## src/rtl/vdac_ctrl.sv

```systemverilog
// VDAC front-end controller: serial configuration receiver, frame-aligned mode
// switching and registered pixel gating toward the conversion datapath.
module vdac_ctrl (
    input  logic       clk,
    input  logic       rst_n,
    input  logic [4:0] o_r,
    input  logic [4:0] o_g,
    input  logic [4:0] o_b,
    input  logic       blank,
    input  logic       vsync,
    input  logic       cfg_cs_n,
    input  logic       cfg_sclk,
    input  logic       cfg_mosi,
    output logic [4:0] d_r,
    output logic [4:0] d_g,
    output logic [4:0] d_b,
    output logic       mode,
    output logic       mode_pend
);

    typedef enum logic [1:0] {
        ST_IDLE  = 2'd0,
        ST_SHIFT = 2'd1,
        ST_EXEC  = 2'd2
    } state_t;

    typedef enum logic [1:0] {
        CMD_MODE  = 2'b00,
        CMD_BLANK = 2'b01,
        CMD_LEVEL = 2'b10,
        CMD_TEST  = 2'b11
    } cmd_t;

    // Synchronizer stages reset to the link's idle levels.
    logic r_cs_meta, r_cs_sync;
    logic r_sclk_meta, r_sclk_sync, r_sclk_prev;
    logic r_mosi_meta, r_mosi_sync;

    state_t     r_state, w_state_nxt;
    logic [2:0] r_bit_cnt;
    logic [7:0] r_shift;
    logic       w_sclk_rise;
    logic       w_shift_en;
    logic       w_cnt_clr;

    logic       r_pend_mode;
    logic       r_force_blank;
    logic       r_test_en;
    logic [4:0] r_test_lvl;
    logic       r_vsync_prev;
    logic       w_vsync_rise;

    logic       w_exec;
    cmd_t       w_cmd;
    logic       w_force_blank_nxt;
    logic       w_test_en_nxt;
    logic [4:0] w_test_lvl_nxt;

    // NOTE: sequential state uses non-blocking assignments so every flop samples
    // pre-edge values, independent of the order of statements or blocks.
    always_ff @(posedge clk or negedge rst_n) begin
        if (!rst_n) begin
            r_cs_meta   <= 1'b1;
            r_cs_sync   <= 1'b1;
            r_sclk_meta <= 1'b0;
            r_sclk_sync <= 1'b0;
            r_sclk_prev <= 1'b0;
            r_mosi_meta <= 1'b0;
            r_mosi_sync <= 1'b0;
        end else begin
            r_cs_meta   <= cfg_cs_n;
            r_cs_sync   <= r_cs_meta;
            r_sclk_meta <= cfg_sclk;
            r_sclk_sync <= r_sclk_meta;
            r_sclk_prev <= r_sclk_sync;
            r_mosi_meta <= cfg_mosi;
            r_mosi_sync <= r_mosi_meta;
        end
    end

    assign w_sclk_rise = r_sclk_sync & ~r_sclk_prev;

    // NOTE: every always_comb output gets a default first so no path leaves it
    // unassigned, which would otherwise infer a latch.
    always_comb begin
        w_state_nxt = r_state;
        w_shift_en  = 1'b0;
        w_cnt_clr   = 1'b0;
        case (r_state)
            ST_IDLE: begin
                w_cnt_clr = 1'b1;
                if (!r_cs_sync) w_state_nxt = ST_SHIFT;
            end
            ST_SHIFT: begin
                if (r_cs_sync) begin
                    w_cnt_clr   = 1'b1;
                    w_state_nxt = ST_IDLE;
                end else if (w_sclk_rise) begin
                    w_shift_en = 1'b1;
                    if (r_bit_cnt == 3'd7) w_state_nxt = ST_EXEC;
                end
            end
            ST_EXEC: begin
                w_state_nxt = r_cs_sync ? ST_IDLE : ST_SHIFT;
            end
            default: begin
                w_cnt_clr   = 1'b1;
                w_state_nxt = ST_IDLE;
            end
        endcase
    end

    always_ff @(posedge clk or negedge rst_n) begin
        if (!rst_n) begin
            r_state   <= ST_IDLE;
            r_bit_cnt <= 3'd0;
            r_shift   <= 8'd0;
        end else begin
            r_state <= w_state_nxt;
            if (w_cnt_clr) begin
                r_bit_cnt <= 3'd0;
                r_shift   <= 8'd0;
            end else if (w_shift_en) begin
                r_bit_cnt <= r_bit_cnt + 3'd1;
                r_shift   <= {r_shift[6:0], r_mosi_sync};
            end
        end
    end

    // The byte is complete in r_shift for the single EXEC cycle.
    assign w_exec = (r_state == ST_EXEC);
    assign w_cmd  = cmd_t'(r_shift[7:6]);

    always_comb begin
        w_force_blank_nxt = r_force_blank;
        w_test_en_nxt     = r_test_en;
        w_test_lvl_nxt    = r_test_lvl;
        if (w_exec) begin
            case (w_cmd)
                CMD_BLANK: w_force_blank_nxt = r_shift[0];
                CMD_LEVEL: w_test_lvl_nxt    = r_shift[4:0];
                CMD_TEST:  w_test_en_nxt     = r_shift[0];
                default:   ;
            endcase
        end
    end

    always_ff @(posedge clk or negedge rst_n) begin
        if (!rst_n) begin
            r_force_blank <= 1'b1;
            r_test_en     <= 1'b0;
            r_test_lvl    <= 5'd0;
        end else begin
            r_force_blank <= w_force_blank_nxt;
            r_test_en     <= w_test_en_nxt;
            r_test_lvl    <= w_test_lvl_nxt;
        end
    end

    assign w_vsync_rise = vsync & ~r_vsync_prev;

    // A mode command landing on a frame edge promotes the older pending value
    // to mode while the new one waits for the following frame.
    always_ff @(posedge clk or negedge rst_n) begin
        if (!rst_n) begin
            r_vsync_prev <= 1'b0;
            r_pend_mode  <= 1'b0;
            mode         <= 1'b0;
            mode_pend    <= 1'b0;
        end else begin
            r_vsync_prev <= vsync;
            if (w_vsync_rise && mode_pend) mode <= r_pend_mode;
            if (w_exec && w_cmd == CMD_MODE) begin
                r_pend_mode <= r_shift[0];
                mode_pend   <= 1'b1;
            end else if (w_vsync_rise) begin
                mode_pend <= 1'b0;
            end
        end
    end

    // Gating uses the post-EXEC configuration so changes show on d_* the
    // cycle after EXEC; values 25..31 pass through untouched.
    always_ff @(posedge clk or negedge rst_n) begin
        if (!rst_n) begin
            d_r <= 5'd0;
            d_g <= 5'd0;
            d_b <= 5'd0;
        end else if (blank || w_force_blank_nxt) begin
            d_r <= 5'd0;
            d_g <= 5'd0;
            d_b <= 5'd0;
        end else if (w_test_en_nxt) begin
            d_r <= w_test_lvl_nxt;
            d_g <= w_test_lvl_nxt;
            d_b <= w_test_lvl_nxt;
        end else begin
            d_r <= o_r;
            d_g <= o_g;
            d_b <= o_b;
        end
    end

endmodule

```

## config.mk

```make
export PLATFORM = sky130hd
export DESIGN_NAME = vdac_ctrl
export DESIGN_NICKNAME = d
export VERILOG_FILES = /design/src/rtl/vdac_ctrl.sv
export SDC_FILE = /design/constraint.sdc
export NUM_CORES = 1
export LEC_CHECK = 0
export BUFFER_PORTS_ARGS = -buffer_cell sky130_fd_sc_hd__buf_2
export CORE_ASPECT_RATIO = 1.2
export CORE_MARGIN = 1
export CORE_UTILIZATION = 30
export DETAILED_ROUTE_END_ITERATION = 16
export PLACE_DENSITY_LB_ADDON = 0.2
export RECOVER_POWER = 25
export SYNTH_ARGS = -nofsm -noshare
export SYNTH_HDL_FRONTEND = slang
export SYNTH_SLANG_ARGS = --single-unit
export TNS_END_PERCENT = 10
```

## constraint.sdc

```tcl
create_clock -name clk -period 3.9 [get_ports clk]
set_input_delay 0.585 -clock clk [delete_from_list [all_inputs] [get_ports clk]]
set_output_delay 0.585 -clock clk [all_outputs]
set_load 0.05 [all_outputs]
```

# Word-level counts from Yosys, hierarchy flattened

Cells that the tools add are included.

Eq/ne operators: 9
Add/sub/neg operators: 1
Muxes and demuxes: 29
Bitwise operators: 4
Reduce and logical (&&, ||, !) cells: 8

Operators with widths:

| cell                  | number |
|---|---|
| $mux W5               | 8 |
| $mux W8               | 2 |
| $mux W1               | 11 |
| $mux W2               | 4 |
| $eq A2 B2 Y1 const B  | 3 |
| $mux W3               | 2 |
| $ne A3 B3 Y1 const B  | 2 |
| $pmux W2 S3           | 1 |
| $eq A2 B1 Y1 const B  | 2 |
| $logic_not A2 Y1      | 2 |
| $reduce_bool A2 Y1    | 2 |
| $add A3 B1 Y3 const B | 1 |
| $eq A3 B3 Y1 const B  | 1 |
| $reduce_and A3 Y1     | 1 |
| $and A1 B1 Y1         | 2 |
| $logic_and A1 B1 Y1   | 2 |
| $ne A2 B2 Y1 const B  | 1 |
| $not A1 Y1            | 2 |
| $pmux W1 S2           | 1 |
| $logic_or A1 B1 Y1    | 1 |

Output and inout bits: 17
Register bits: 46
Logic and storage cells: 71

# Longest topological paths before layout

Depth in word-level cells: 7
Depth in mapped cells: 5
Depth with buffers taken out: 4

# Worst setup path after synthesis

Ideal clock, no wire load.

Path kind: register -> register
From: register r_state[0]
To: register d_b[1]
Data arrival time: 1.407 ns
Stages on the path, launching flop included: 6
Setup slack: 2.399 ns
Clock period less this slack: 1.501 ns
Setup time: 0.094 ns
Cells stage by stage: dfrtp_1 > and4b_1 > buf_6 > mux2_4 > buf_6 > a211oi_1

Cells in the longest elaborated chain, start to end: 4
Elaborated cells on any way between the ends: 7

RTL lines:

| item                     | RTL line | RTL |
|---|---|---|
| start: declaration       | 39       | `state_t r_state, w_state_nxt;` |
| start signal: assignment | 119      | `r_state <= w_state_nxt;` |
| $eq A2 B2 Y1             | 131      | `assign w_exec = (r_state == ST_EXEC);` |
| $mux W1                  | 138      | `if (w_exec) begin` |
| net w_test_en_nxt        | 56       | `logic w_test_en_nxt;` |
| $mux W5                  | 193      | `end else if (w_test_en_nxt) begin` |
| $mux W5                  | 189      | `end else if (blank \|\| w_force_blank_nxt) begin` |
| end signal: assignment   | 196      | `d_b <= w_test_lvl_nxt;` |
| end: declaration         | 16       | `output logic [4:0] d_b,` |

The timed path passes the listed nets, and every way through them passes these cells.
A chain may end at the register's enable or synchronous reset.

==> flow_metrics.env <==
export IMPL_gp_congestion=0.707
export IMPL_hold_class="flop to flop"
export IMPL_total_power_mw=0.875
export IMPL_syn2layout_area_growth_pct=15.8
export IMPL_grt_busiest_layer="met2"
export IMPL_cts_repair_resized=0
export IMPL_fin_ws_ns=1.45
export IMPL_max_freq_mhz=409
export IMPL_worstSetupPathType="primary input to async pin"
export IMPL_violations="max-capacitance violations, max-slew violations"
export IMPL_worstSetupEndpointType="async pin"
export IMPL_grt_usage_pct=11.9
export IMPL_final_cells=305
export IMPL_cts_root_buf="clkbuf_8"
export IMPL_layout_drive_gt1_share_pct=28.6
export IMPL_ios=39
export IMPL_ant_nets=0
export IMPL_cp_top_family="buffers and inverters"
export IMPL_grt_pass1_wl_mm=6.64
export IMPL_synthFlopType="dfrtp_1"
export IMPL_critPathLaunchType="primary input"
export IMPL_synth_edf_count=0
export IMPL_postCtsHoldBufs=0
export IMPL_postCtsSetupRepairBufs=0
export IMPL_dr_pass1_iters=3
export IMPL_slowest_delay_ns=1.73
export IMPL_clkLatencyLatePin_ns=0.30
export IMPL_n_antenna_cell=0
export IMPL_slew_viol_final=47
export IMPL_crit_path_top_delay_cell="clkbuf_1"
export IMPL_fp_dieW_um=78.1
export IMPL_fill_cells=700
export IMPL_synthCells=182
export IMPL_fin_util_pct=36.7
export IMPL_drc=0
export IMPL_layout_area_seq_um2=1150
export IMPL_h_tree_depth=2
export IMPL_routed_via_density=4.46
export IMPL_core_um2=6570
export IMPL_io_buffers=38
export IMPL_die_h_um=93.3
export IMPL_drt_iter0_markers=52
export IMPL_numCtsBuffers=5
export IMPL_clock_skew_ns=0.0112
export IMPL_dp_hpwl_mm=2.58
export IMPL_power_density_nw_per_um2=363
export IMPL_leakage_nw=1.22
export IMPL_grt_start_max_net_pins=47
export IMPL_ys_async_sr_fraction_pct=100
export IMPL_timing_final_crit_share_pct=62.7
export IMPL_cts_tree="yes"
export IMPL_grt_pass1_vias=1358
export IMPL_cts_max_path_buffers=2
export IMPL_crit_required_ns=3.78
export IMPL_hold_viol_final=0
export IMPL_syn_cell_area_um2=2080
export IMPL_num_rows=32
export IMPL_gr_usage_met1_pct=15.7
export IMPL_crit_chain="clkbuf_1"
export IMPL_syn_area_per_cell_um2=11.4
export IMPL_vias=1359
export IMPL_crit_fanout=46
export IMPL_placed_area_um2=2330
export IMPL_cap_violations=1
export IMPL_antenna_found_initial=0
export IMPL_multi_input_area_um2=807
export IMPL_status="finished with violations"
export IMPL_grt_util_met3_pct=3.22
export IMPL_post_place_ws_ns=1.86
export IMPL_syn_nets=206
export IMPL_setup_tns_ns=0
export IMPL_clock_sinks=46
export IMPL_holdWs_ns=0.354
export IMPL_finalSetupViolCount=0
export IMPL_synth_warnings=0
export IMPL_layout_min_cycle_time_ns=2.45
export IMPL_dieArea_um2=7280
export IMPL_yosysSeqAreaShare_pct=55.5
export IMPL_drt_total_wl_mm=3.91
export IMPL_relSlewSlack_pct=-65.1
export IMPL_tightest_slew_ns=2.48
export IMPL_rsz0062_at_grt="no"
export IMPL_nets=243
export IMPL_grt_use_met2_pct=18.5
export IMPL_clk_pin_slew_worst_paths_ns=0.08
export IMPL_yosysUniqueCellTypes=25
export IMPL_place_inst=297
export IMPL_final_area_um2=2410
export IMPL_cp_arrival_ns=2.33
export IMPL_globalRoute_totalOverflow=0
export IMPL_wl_per_cell_um=12.8
export IMPL_initial_core_util_pct=31.7
export IMPL_critPathBufInv=1
export IMPL_max_vdd_ir_drop_v=0.000162
export IMPL_ys_ff_latch=46
routing by layer:
metal | wire length, µm | part of all wire, %
met3 | 136 | 3.5
met4 | 66 | 1.7
met1 | 1870 | 48
met2 | 1830 | 47
met5 | 0 | 0
final timing paths:
kind,startpoint,endpoint,slack [ns],cells past startpoint
worst max-delay path,rst_n,r_state[0]$_DFFE_PN0P_,1.45,1
max in group clk,r_state[0]$_DFFE_PN0P_,d_g[2]$_DFF_PN0_,1.90,3
worst max register to register,r_state[0]$_DFFE_PN0P_,d_g[2]$_DFF_PN0_,1.90,3
min in group asynchronous,rst_n,r_sclk_meta$_DFF_PN0_,1.05,1
worst min register to register,r_mosi_meta$_DFF_PN0_,r_mosi_sync$_DFF_PN0_,0.35,0
worst min-delay path,r_mosi_meta$_DFF_PN0_,r_mosi_sync$_DFF_PN0_,0.35,0
layout make-up:
class / count / share of cell area (%)
clock inverters: 1 / 0.311
inverters: 14 / 2.18
multi-input cells: 111 / 33.5
well taps: 85 / 4.41
clock buffers: 7 / 3.17
flip-flops and latches: 46 / 47.9
repair buffers: 41 / 8.56
cells in the mapped netlist (3+ instances only):
cell | n | area share [%]
buf_6 | 3 | 1.6
nor2_1 | 32 | 5.8
dfstp_2 | 3 | 3.8
mux2_1 | 6 | 3.2
dfrtp_1 | 43 | 52
nand2_1 | 10 | 1.8
inv_1 | 14 | 2.5
mux2_2 | 13 | 7.0
clkbuf_1 | 6 | 1.1
mux2i_1 | 16 | 7.7
a211oi_1 | 15 | 5.4
kinds of logic (layout without fill, tap and decap cells):
family / after synthesis / after routing / share of synthesized area [%]
multiplexers: 36 / 36 / 18.7
adder cells (fa/ha/maj): 2 / 2 / 1.20
buffers and inverters: 25 / 63 / 5.71
flip-flops: 46 / 46 / 55.5
AND/OR/NAND/NOR: 53 / 53 / 11.9
AO/OA/AOI/OAI: 20 / 20 / 7.03
power breakdown:
| part | switching, mW | internal, mW | total [mW] |
|---|---|---|---|
| sequential | 0.00871 | 0.491 | 0.500 |
| clock | 0.155 | 0.127 | 0.281 |
| combinational | 0.0625 | 0.0309 | 0.0935 |
cell usage in the layout, fill, tap and decap left out, types with 3 or more instances in the layout:
cell type,count
inv_1,14
clkbuf_1,5
a211oi_1,15
nor2_1,32
buf_2,36
mux2_1,6
dfstp_2,3
mux2_2,13
mux2i_1,16
nand2_1,10
dfrtp_1,43
clkbuf_8,5
state kept, by name (all words and copies together) (netlist names), 2 cells and up:
signal and count:
r_shift 8, d_b 5, d_g 5, d_r 5
r_test_lvl 5, r_bit_cnt 3, r_state 2
Power figures use the tool's default switching activity.
